<file path="src/rtl/hm_ctlif_if.sv">
// CSR bus between the host-side register master and the hm_ctlif register bank.
// The master drives address, strobe and write data; the slave returns registered read data.
interface hm_ctlif_if;
    logic [13:0] csr_a;
    logic        csr_we;
    logic [31:0] csr_di;
    logic [31:0] csr_do;

    modport master (output csr_a, output csr_we, output csr_di, input csr_do);
    modport slave  (input csr_a, input csr_we, input csr_di, output csr_do);
endinterface

</file>
<file path="src/rtl/hm_ctlif.sv">
// CSR control block for the host-memory engine: run FSM with start pulse,
// sticky event flags with W1C and interrupt mask, BAR bitmap and write-BAR statistics.
module hm_ctlif #(
    parameter logic [3:0] csr_addr = 4'h0
) (
    input  logic        sys_clk,
    input  logic        sys_rst_n,
    hm_ctlif_if.slave   csr,
    output logic        irq,
    input  logic        sys__rx_timeout,
    input  logic        sys__tx_timeout,
    input  logic        sys__wr_timeout,
    input  logic        sys__hm_end,
    input  logic        sys__write_bar,
    input  logic        sys__read_exp,
    input  logic        sys__trn_lnk_up_n,
    input  logic [1:0]  sys__state,
    input  logic [2:0]  sys__state_rx,
    input  logic [1:0]  sys__state_tx,
    input  logic [31:0] sys__rx_tlp_dw,
    input  logic [4:0]  sys__write_bar_number,
    output logic [31:0] sys__bar_bitmap,
    output logic        sys__hm_start_read
);

    typedef enum logic [1:0] {
        S_IDLE  = 2'd0,
        S_START = 2'd1,
        S_RUN   = 2'd2
    } run_state_e;

    localparam logic [2:0] REG_CTRL     = 3'd0;
    localparam logic [2:0] REG_EVENT    = 3'd1;
    localparam logic [2:0] REG_IRQ_EN   = 3'd2;
    localparam logic [2:0] REG_BAR_MAP  = 3'd3;
    localparam logic [2:0] REG_LAST_BAR = 3'd4;
    localparam logic [2:0] REG_STATUS   = 3'd5;
    localparam logic [2:0] REG_RX_DW    = 3'd6;
    localparam logic [2:0] REG_WR_CNT   = 3'd7;

    function automatic logic [31:0] sat_inc(input logic [31:0] v);
        return (v == 32'hFFFF_FFFF) ? v : v + 32'd1;
    endfunction

    run_state_e  state_q, state_d;
    logic        sel, wr_en, ctrl_wr;
    logic [2:0]  idx;
    logic        start_ok, abort_set, timeout_any;
    logic        abort_q;
    logic [5:0]  ev_q, ev_pulse, ev_clr;
    logic [5:0]  irq_en_q;
    logic [31:0] bar_q;
    logic [4:0]  last_bar_q;
    logic [31:0] wr_cnt_q;
    logic [31:0] rd_mux;
    logic        unused_addr_bits;

    assign sel         = (csr.csr_a[13:10] == csr_addr);
    assign idx         = csr.csr_a[2:0];
    assign wr_en       = sel && csr.csr_we;
    assign ctrl_wr     = wr_en && (idx == REG_CTRL);
    assign timeout_any = sys__rx_timeout | sys__tx_timeout | sys__wr_timeout;
    assign unused_addr_bits = &{1'b0, csr.csr_a[9:3]};

    assign ev_pulse = {sys__read_exp, sys__write_bar, sys__hm_end,
                       sys__wr_timeout, sys__tx_timeout, sys__rx_timeout};
    assign ev_clr   = (wr_en && (idx == REG_EVENT)) ? csr.csr_di[5:0] : 6'd0;

    assign sys__bar_bitmap = bar_q;

    always_ff @(posedge sys_clk or negedge sys_rst_n) begin
        if (!sys_rst_n) state_q <= S_IDLE;
        else            state_q <= state_d;
    end

    // Start is only accepted from IDLE with the link up; link loss in RUN is remembered as an abort.
    always_comb begin
        state_d            = state_q;
        sys__hm_start_read = 1'b0;
        start_ok           = 1'b0;
        abort_set          = 1'b0;
        case (state_q)
            S_IDLE: begin
                if (ctrl_wr && csr.csr_di[0] && !sys__trn_lnk_up_n) begin
                    state_d  = S_START;
                    start_ok = 1'b1;
                end
            end
            S_START: begin
                sys__hm_start_read = 1'b1;
                state_d            = S_RUN;
            end
            S_RUN: begin
                if (sys__trn_lnk_up_n) begin
                    state_d   = S_IDLE;
                    abort_set = 1'b1;
                end else if (sys__hm_end || timeout_any) begin
                    state_d = S_IDLE;
                end
            end
            default: state_d = S_IDLE;
        endcase
    end

    always_comb begin
        rd_mux = 32'd0;
        case (idx)
            REG_CTRL:     rd_mux = {30'd0, abort_q, (state_q != S_IDLE)};
            REG_EVENT:    rd_mux = {26'd0, ev_q};
            REG_IRQ_EN:   rd_mux = {26'd0, irq_en_q};
            REG_BAR_MAP:  rd_mux = bar_q;
            REG_LAST_BAR: rd_mux = {27'd0, last_bar_q};
            REG_STATUS:   rd_mux = {23'd0, sys__trn_lnk_up_n, sys__state_tx,
                                    sys__state_rx, 1'b0, sys__state};
            REG_RX_DW:    rd_mux = sys__rx_tlp_dw;
            REG_WR_CNT:   rd_mux = wr_cnt_q;
            default:      rd_mux = 32'd0;
        endcase
    end

    // Register bank; an event pulse wins over a same-cycle W1C, a counter write wins over a pulse.
    always_ff @(posedge sys_clk or negedge sys_rst_n) begin
        if (!sys_rst_n) begin
            abort_q    <= 1'b0;
            ev_q       <= 6'd0;
            irq_en_q   <= 6'd0;
            bar_q      <= 32'd0;
            last_bar_q <= 5'd0;
            wr_cnt_q   <= 32'd0;
            irq        <= 1'b0;
            csr.csr_do <= 32'd0;
        end else begin
            if (start_ok)       abort_q <= 1'b0;
            else if (abort_set) abort_q <= 1'b1;

            ev_q <= (ev_q & ~ev_clr) | ev_pulse;

            if (wr_en && (idx == REG_IRQ_EN))  irq_en_q <= csr.csr_di[5:0];
            if (wr_en && (idx == REG_BAR_MAP)) bar_q    <= csr.csr_di;

            if (sys__write_bar) last_bar_q <= sys__write_bar_number;

            if (wr_en && (idx == REG_WR_CNT)) wr_cnt_q <= 32'd0;
            else if (sys__write_bar)          wr_cnt_q <= sat_inc(wr_cnt_q);

            irq        <= |(ev_q & irq_en_q);
            csr.csr_do <= sel ? rd_mux : 32'd0;
        end
    end

endmodule

</file>
<file path="src/flat_wrapper.sv">
// flat-port wrapper written by rule: the top's interface ports become plain ports
module hm_ctlif_flat 
#(
    parameter logic [3:0] csr_addr = 4'h0
)
  (sys_clk, sys_rst_n, irq, sys__rx_timeout, sys__tx_timeout, sys__wr_timeout, sys__hm_end, sys__write_bar, sys__read_exp, sys__trn_lnk_up_n, sys__state, sys__state_rx, sys__state_tx, sys__rx_tlp_dw, sys__write_bar_number, sys__bar_bitmap, sys__hm_start_read, csr_csr_a, csr_csr_we, csr_csr_di, csr_csr_do);
  hm_ctlif_if csr_i ();
  input  logic sys_clk;
  input  logic sys_rst_n;
  output logic irq;
  input  logic sys__rx_timeout;
  input  logic sys__tx_timeout;
  input  logic sys__wr_timeout;
  input  logic sys__hm_end;
  input  logic sys__write_bar;
  input  logic sys__read_exp;
  input  logic sys__trn_lnk_up_n;
  input  logic [1:0] sys__state;
  input  logic [2:0] sys__state_rx;
  input  logic [1:0] sys__state_tx;
  input  logic [31:0] sys__rx_tlp_dw;
  input  logic [4:0] sys__write_bar_number;
  output logic [31:0] sys__bar_bitmap;
  output logic sys__hm_start_read;
  input wire logic [$bits(csr_i.csr_a)-1:0] csr_csr_a;
  input wire logic [$bits(csr_i.csr_we)-1:0] csr_csr_we;
  input wire logic [$bits(csr_i.csr_di)-1:0] csr_csr_di;
  output wire logic [$bits(csr_i.csr_do)-1:0] csr_csr_do;
  assign csr_i.csr_a = csr_csr_a;
  assign csr_i.csr_we = csr_csr_we;
  assign csr_i.csr_di = csr_csr_di;
  assign csr_csr_do = csr_i.csr_do;
  hm_ctlif #(.csr_addr(csr_addr)) u_core (.sys_clk(sys_clk), .sys_rst_n(sys_rst_n), .csr(csr_i), .irq(irq), .sys__rx_timeout(sys__rx_timeout), .sys__tx_timeout(sys__tx_timeout), .sys__wr_timeout(sys__wr_timeout), .sys__hm_end(sys__hm_end), .sys__write_bar(sys__write_bar), .sys__read_exp(sys__read_exp), .sys__trn_lnk_up_n(sys__trn_lnk_up_n), .sys__state(sys__state), .sys__state_rx(sys__state_rx), .sys__state_tx(sys__state_tx), .sys__rx_tlp_dw(sys__rx_tlp_dw), .sys__write_bar_number(sys__write_bar_number), .sys__bar_bitmap(sys__bar_bitmap), .sys__hm_start_read(sys__hm_start_read));
endmodule
</file>
<file path="config.mk">
export PLATFORM = sky130hd
export DESIGN_NAME = hm_ctlif_flat
export DESIGN_NICKNAME = d
export VERILOG_FILES = /design/src/rtl/hm_ctlif_if.sv /design/src/rtl/hm_ctlif.sv /design/src/flat_wrapper.sv
export SDC_FILE = /design/constraint.sdc
export NUM_CORES = 1
export LEC_CHECK = 0
export ABC_AREA = 1
export CORE_ASPECT_RATIO = 1.25
export CORE_MARGIN = 1
export CORE_UTILIZATION = 53
export DETAILED_ROUTE_END_ITERATION = 10
export PLACE_DENSITY = 0.86
export REMOVE_ABC_BUFFERS = 1
export SYNTH_ARGS = -nofsm -noshare
export SYNTH_HDL_FRONTEND = slang
export SYNTH_SLANG_ARGS = --single-unit
export TNS_END_PERCENT = 50
</file>
<file path="constraint.sdc">
create_clock -name sys_clk -period 5.51 [get_ports sys_clk]
set_clock_uncertainty 0.1 [all_clocks]
set_input_delay 1.102 -clock sys_clk [delete_from_list [all_inputs] [get_ports sys_clk]]
set_output_delay 1.102 -clock sys_clk [all_outputs]
set_load 0.02 [all_outputs]
</file>
After elaboration in Yosys (flattened, before gate mapping). Cells that the tools add are included.

Add/subtract/negate cells: 1. Equal/unequal tests: 13. Multiplexer cells: 17. Bitwise gates (word level): 6. Reduce and logical (&&, ||, !) cells: 19.

Operators with widths (number): 32-bit one-hot mux with 8 select lines (1); 32-bit two-way mux (4); 32-bit by 1-bit adder with 32-bit output, second input constant (1); 32-bit == test, second input constant (1); 6-bit bitwise AND (2); 3-bit == test, second input constant (4); 1-bit logical AND (8); 1-bit two-way mux (7); 3-bit by 2-bit == test with 1-bit output, second input constant (2); 2-bit two-way mux (3); 6-bit two-way mux (1); 6-bit inverter (1); 6-bit bitwise OR (1); 2-bit one-hot mux with 3 select lines (1); 2-bit nonzero test (3); 6-bit OR reduction (1); 4-bit logical NOT (1); 2-bit by 1-bit inequality test with 1-bit output, second input constant (2); 2-bit AND reduction (2); 3-bit by 1-bit == test with 1-bit output, second input constant (1); 3-bit logical NOT (1); 3-bit by 2-bit inequality test with 1-bit output, second input constant (1); 2-bit by 1-bit == test with 1-bit output, second input constant (1); 2-bit == test, second input constant (1); other kinds (4) (5).

Register bits after elaboration: 117. Word-level logic and storage cells: 65.

Logic depth before layout (Yosys ltp).
Word-level depth: 8. Depth in mapped cells: 10. Gate-level depth less buffers: 10.

Worst setup path before layout. Ideal clock, no wire load.

Path kind: input -> register. From: in csr_csr_a[0]. To: reg u_core.bar_q[23], in the netlist u_core.sys__bar_bitmap[23]. Arrival time: 2.138 ns. Required time: 5.282 ns. Setup slack: 3.144 ns. Stages on the path: 7. Buffers on the path: 3. Path through: buf_2 nand2_1 nor2_2 nand2_1 buf_4 buf_6 mux2_1.

Word-level cells in the longest chain between the ends: 2.

Ends and longest elaborated chain: start: declaration (line flat_wrapper.sv:25) `input wire logic [$bits(csr_i.csr_a)-1:0] csr_csr_a;`; 3-bit by 2-bit == test with 1-bit output (line hm_ctlif.sv:139) `if (wr_en && (idx == REG_BAR_MAP)) bar_q <= csr.csr_di;`; 1-bit logical AND (line hm_ctlif.sv:139); end signal: assignment (line hm_ctlif.sv:139); end: declaration (line hm_ctlif.sv:52) `logic [31:0] bar_q;`.

No other way between the ends. A chain may end at the register's enable or synchronous reset.

Worst setup path after layout.
From: in csr_csr_a[2]. To: reg u_core.csr.csr_do[2].

Word-level cells in the longest chain between the ends: 3.

Ends and longest elaborated chain: 3-bit == test, or another cell as far along (line hm_ctlif.sv:107) `case (idx)`; 32-bit one-hot mux with 8 select lines (*) (line hm_ctlif.sv:107); 32-bit two-way mux (*) (line hm_ctlif.sv:147) `csr.csr_do <= sel ? rd_mux : 32'd0;`; end signal: assignment (line hm_ctlif.sv:147); end: declaration (line hm_ctlif_if.sv:10) `modport slave (input csr_a, input csr_we, input csr_di, output csr_do);`.

Mark *: on every way between the ends. The rest lies on a longest branch, timed or not.

==> results.toml <==
[min_path]
hold_start = "u_core.irq_en_q[2]"
hold_path.class = "flip-flop to flip-flop"
hold-path-cell-count = 2
hold_end = "u_core.irq_en_q[2]"

[layout]
final_area_mm2 = 0.00848
diodes = 0
final_nets = 1035
areaGrowthSynthToFinish_pct = 36.6
drive_above_1_share = 0.109

[setup_path]
path_max_fanout = 31
r2r_end = "u_core.wr_cnt_q[13]"
cp.required_ns = 5.75
critPathKind = "input pin to flip-flop"
rr_worst_depth = 8
arrival_ns = 3.49
timing.rr.start = "u_core.wr_cnt_q[0]"
endpoint_kind = "flip-flop"
reg2reg_setup_slack_ns = 3.15
critPathLaunch = "csr_csr_a[2]"
critPathLaunchType = "input pin"

[synthesis]
synth_cell_types = 42
synthMostInstantiatedCell = "nand2_1"
synthCells = 778
yosysTopAreaCellShare = 0.471
syn_area_mm2 = 0.00621
synth_edf_count = 0
avgSynthCellArea_um2 = 7.98
synth_seq_cells = 117
ys_seq_area_frac = 0.471
synthTopCellsByArea = "dfrtp_1, nand2_1, inv_1, nor2_1, mux2_2"
yosys_most_used_dff = "dfrtp_1"
synth_area_leader_cell = "dfrtp_1"
yosysWarnings = 0
synthTopCellsByCount = "nand2_1, dfrtp_1, inv_1, nor2_1, o21ai_0"
synth-async-reset-ratio = 1.00

[drt]
firstDrtPassIters = 5
drc = 0
avgViaCountPerCell = 5.35
wirelength_um = 16800
postRouteAntennaNets = 0
dr.first_iter.drc_count = 444
wire_per_inst_um = 15.6
vias = 5791

[floorplan]
die-width_um = 98.8
die_area_mm2 = 0.0122
initial_core_util = 0.552
fp-row-count = 43
core-area_mm2 = 0.0112
io_pins = 166
die_h_um = 123

[placed_design]
place_area_mm2 = 0.00783
gp_congestion = 0.941
port_buffers = 158
dp_hpwl_um = 11300

[pwr]
p_per_area_mw_per_mm2 = 291
p_leak_nw = 3.95
peakVddDrop_mv = 0.322
power_mw = 2.47

[run_status]
status = "finished, final reports clean"

[clock_tree]
ctsHoldBuffers = 0
cts_resized = 0
cts.sinks = 117
cts_made_buffers = 17
cts_setup_buffers = 0
clk_pin_slew_ns = 0.06
tritoncts = "yes"
clockBufferDepth = 2
htreeDepth = 4
clock_latency_ns = 0.41
cts-root-buf = "clkbuf_16"

[sta]
drv_slew = 0
maxSlewHeadroom = 0.216
whs_ns = 0.383
setup_viol = 0
fmax_mhz = 308
tns_ns = 0
fin_crit_sh = 0.590
rsz0062_at_grt = "false"
period_needed_ns = 3.25
worstMarginPinSlew_ns = 1.17
hold_viol = 0

[global_route]
grt_pass1_vias = 5831
grt_pass1_wl_um = 27400
grt_max_degree = 85
antenna_found_initial = 0
grt-ovfl-total = 0
grtUsageTotal = 0.294

[run]
cap_violations = 0
==> metrics by stage <==
stage	setup slack, ns	utilization	std cells
2_1_floorplan	2.16	-	753
3_3_place_gp	2.09	0.696	1050
3_5_place_dp	1.98	0.696	1050
4_1_cts	2.36	0.754	1082
5_1_grt	2.21	0.754	1082
6_report	2.26	0.754	1082
==> layout by cell type (no fill, tap or decap), drive strengths merged, types with 2 or more instances in the layout <==
cell / netlist / layout
a21oi: 4 / 4
a22oi: 3 / 3
a31oi: 4 / 4
buf: 18 / 5
bufinv: 0 / 4
clkbuf: 7 / 21
clkdlybuf4s50: 0 / 157
clkinv: 0 / 3
clkinvlp: 0 / 4
dfrtp: 117 / 117
inv: 97 / 97
mux2: 26 / 26
nand2: 278 / 278
nand3: 32 / 32
nand4: 3 / 3
nor2: 83 / 83
nor3: 3 / 3
o2111ai: 2 / 2
o211ai: 21 / 21
o21ai: 57 / 57
o21bai: 3 / 3
xor2: 13 / 13
==> report_power, final <==
part | internal, mW | leakage (nW) | switching (mW)
Clock | 0.805 | 0.308 | 0.398
Combinational | 0.153 | 2.07 | 0.160
Sequential | 0.905 | 1.57 | 0.0463
Total | 1.86 | 3.95 | 0.604
==> worst max-delay path by stage <==
stage,endpoint,cells after the start
after detailed placement,u_core.sys__bar_bitmap[24],6
after global placement,u_core.wr_cnt_q[14],6
after CTS,u_core.csr.csr_do[2],7
after global routing,u_core.csr.csr_do[2],7
final,u_core.csr.csr_do[2],7
after floorplan,u_core.sys__bar_bitmap[23],4
==> kinds of logic (layout without fill, tap and decap cells) <==
group	Yosys count	count (layout)	share of synthesized area
adders and majority gates	1	1	0.00201
AOI/OAI and AO/OA	98	98	0.106
and+or+nand+nor	400	400	0.269
DFF	117	117	0.471
buffers and inverters	122	291	0.0852
muxes	26	26	0.0471
xor gates and xnor gates	14	14	0.0197
==> per-layer routing <==
layer,global-route usage,share of wire,routed length [µm]
met1,0.331,0.38,6470
met2,0.523,0.52,8720
met3,0.0661,0.060,1010
met4,0.149,0.038,643
met5,0,0,0
==> worst max-delay path: stages <==
cell and delay (ns):
clkdlybuf4s50_1 0.76, nand3_1 0.18, inv_1 0.88, nand2_1 0.22, o2111ai_1 0.19, nor2_1 0.07, nor2_1 0.09
==> registers in the layout, summed over array words and instances (netlist names) <==
signal	flops
u_core.sys__bar_bitmap	32
u_core.wr_cnt_q	32
u_core.ev_q	6
u_core.last_bar_q	5
u_core.irq_en_q	6
u_core.irq	1
u_core.csr.csr_do	32
u_core.abort_q	1
u_core.state_q	2
==> final cells by class <==
cell class | instances | area [µm²]
Tap cell | 135 | 169
Inverter | 97 | 364
Fill cell | 793 | 2760
Timing Repair Buffer | 162 | 1610
Multi-Input combinational cell | 539 | 2760
Clock inverter | 11 | 173
Sequential cell | 117 | 2930
Clock buffer | 21 | 480
Power figures use the tool's default switching activity.
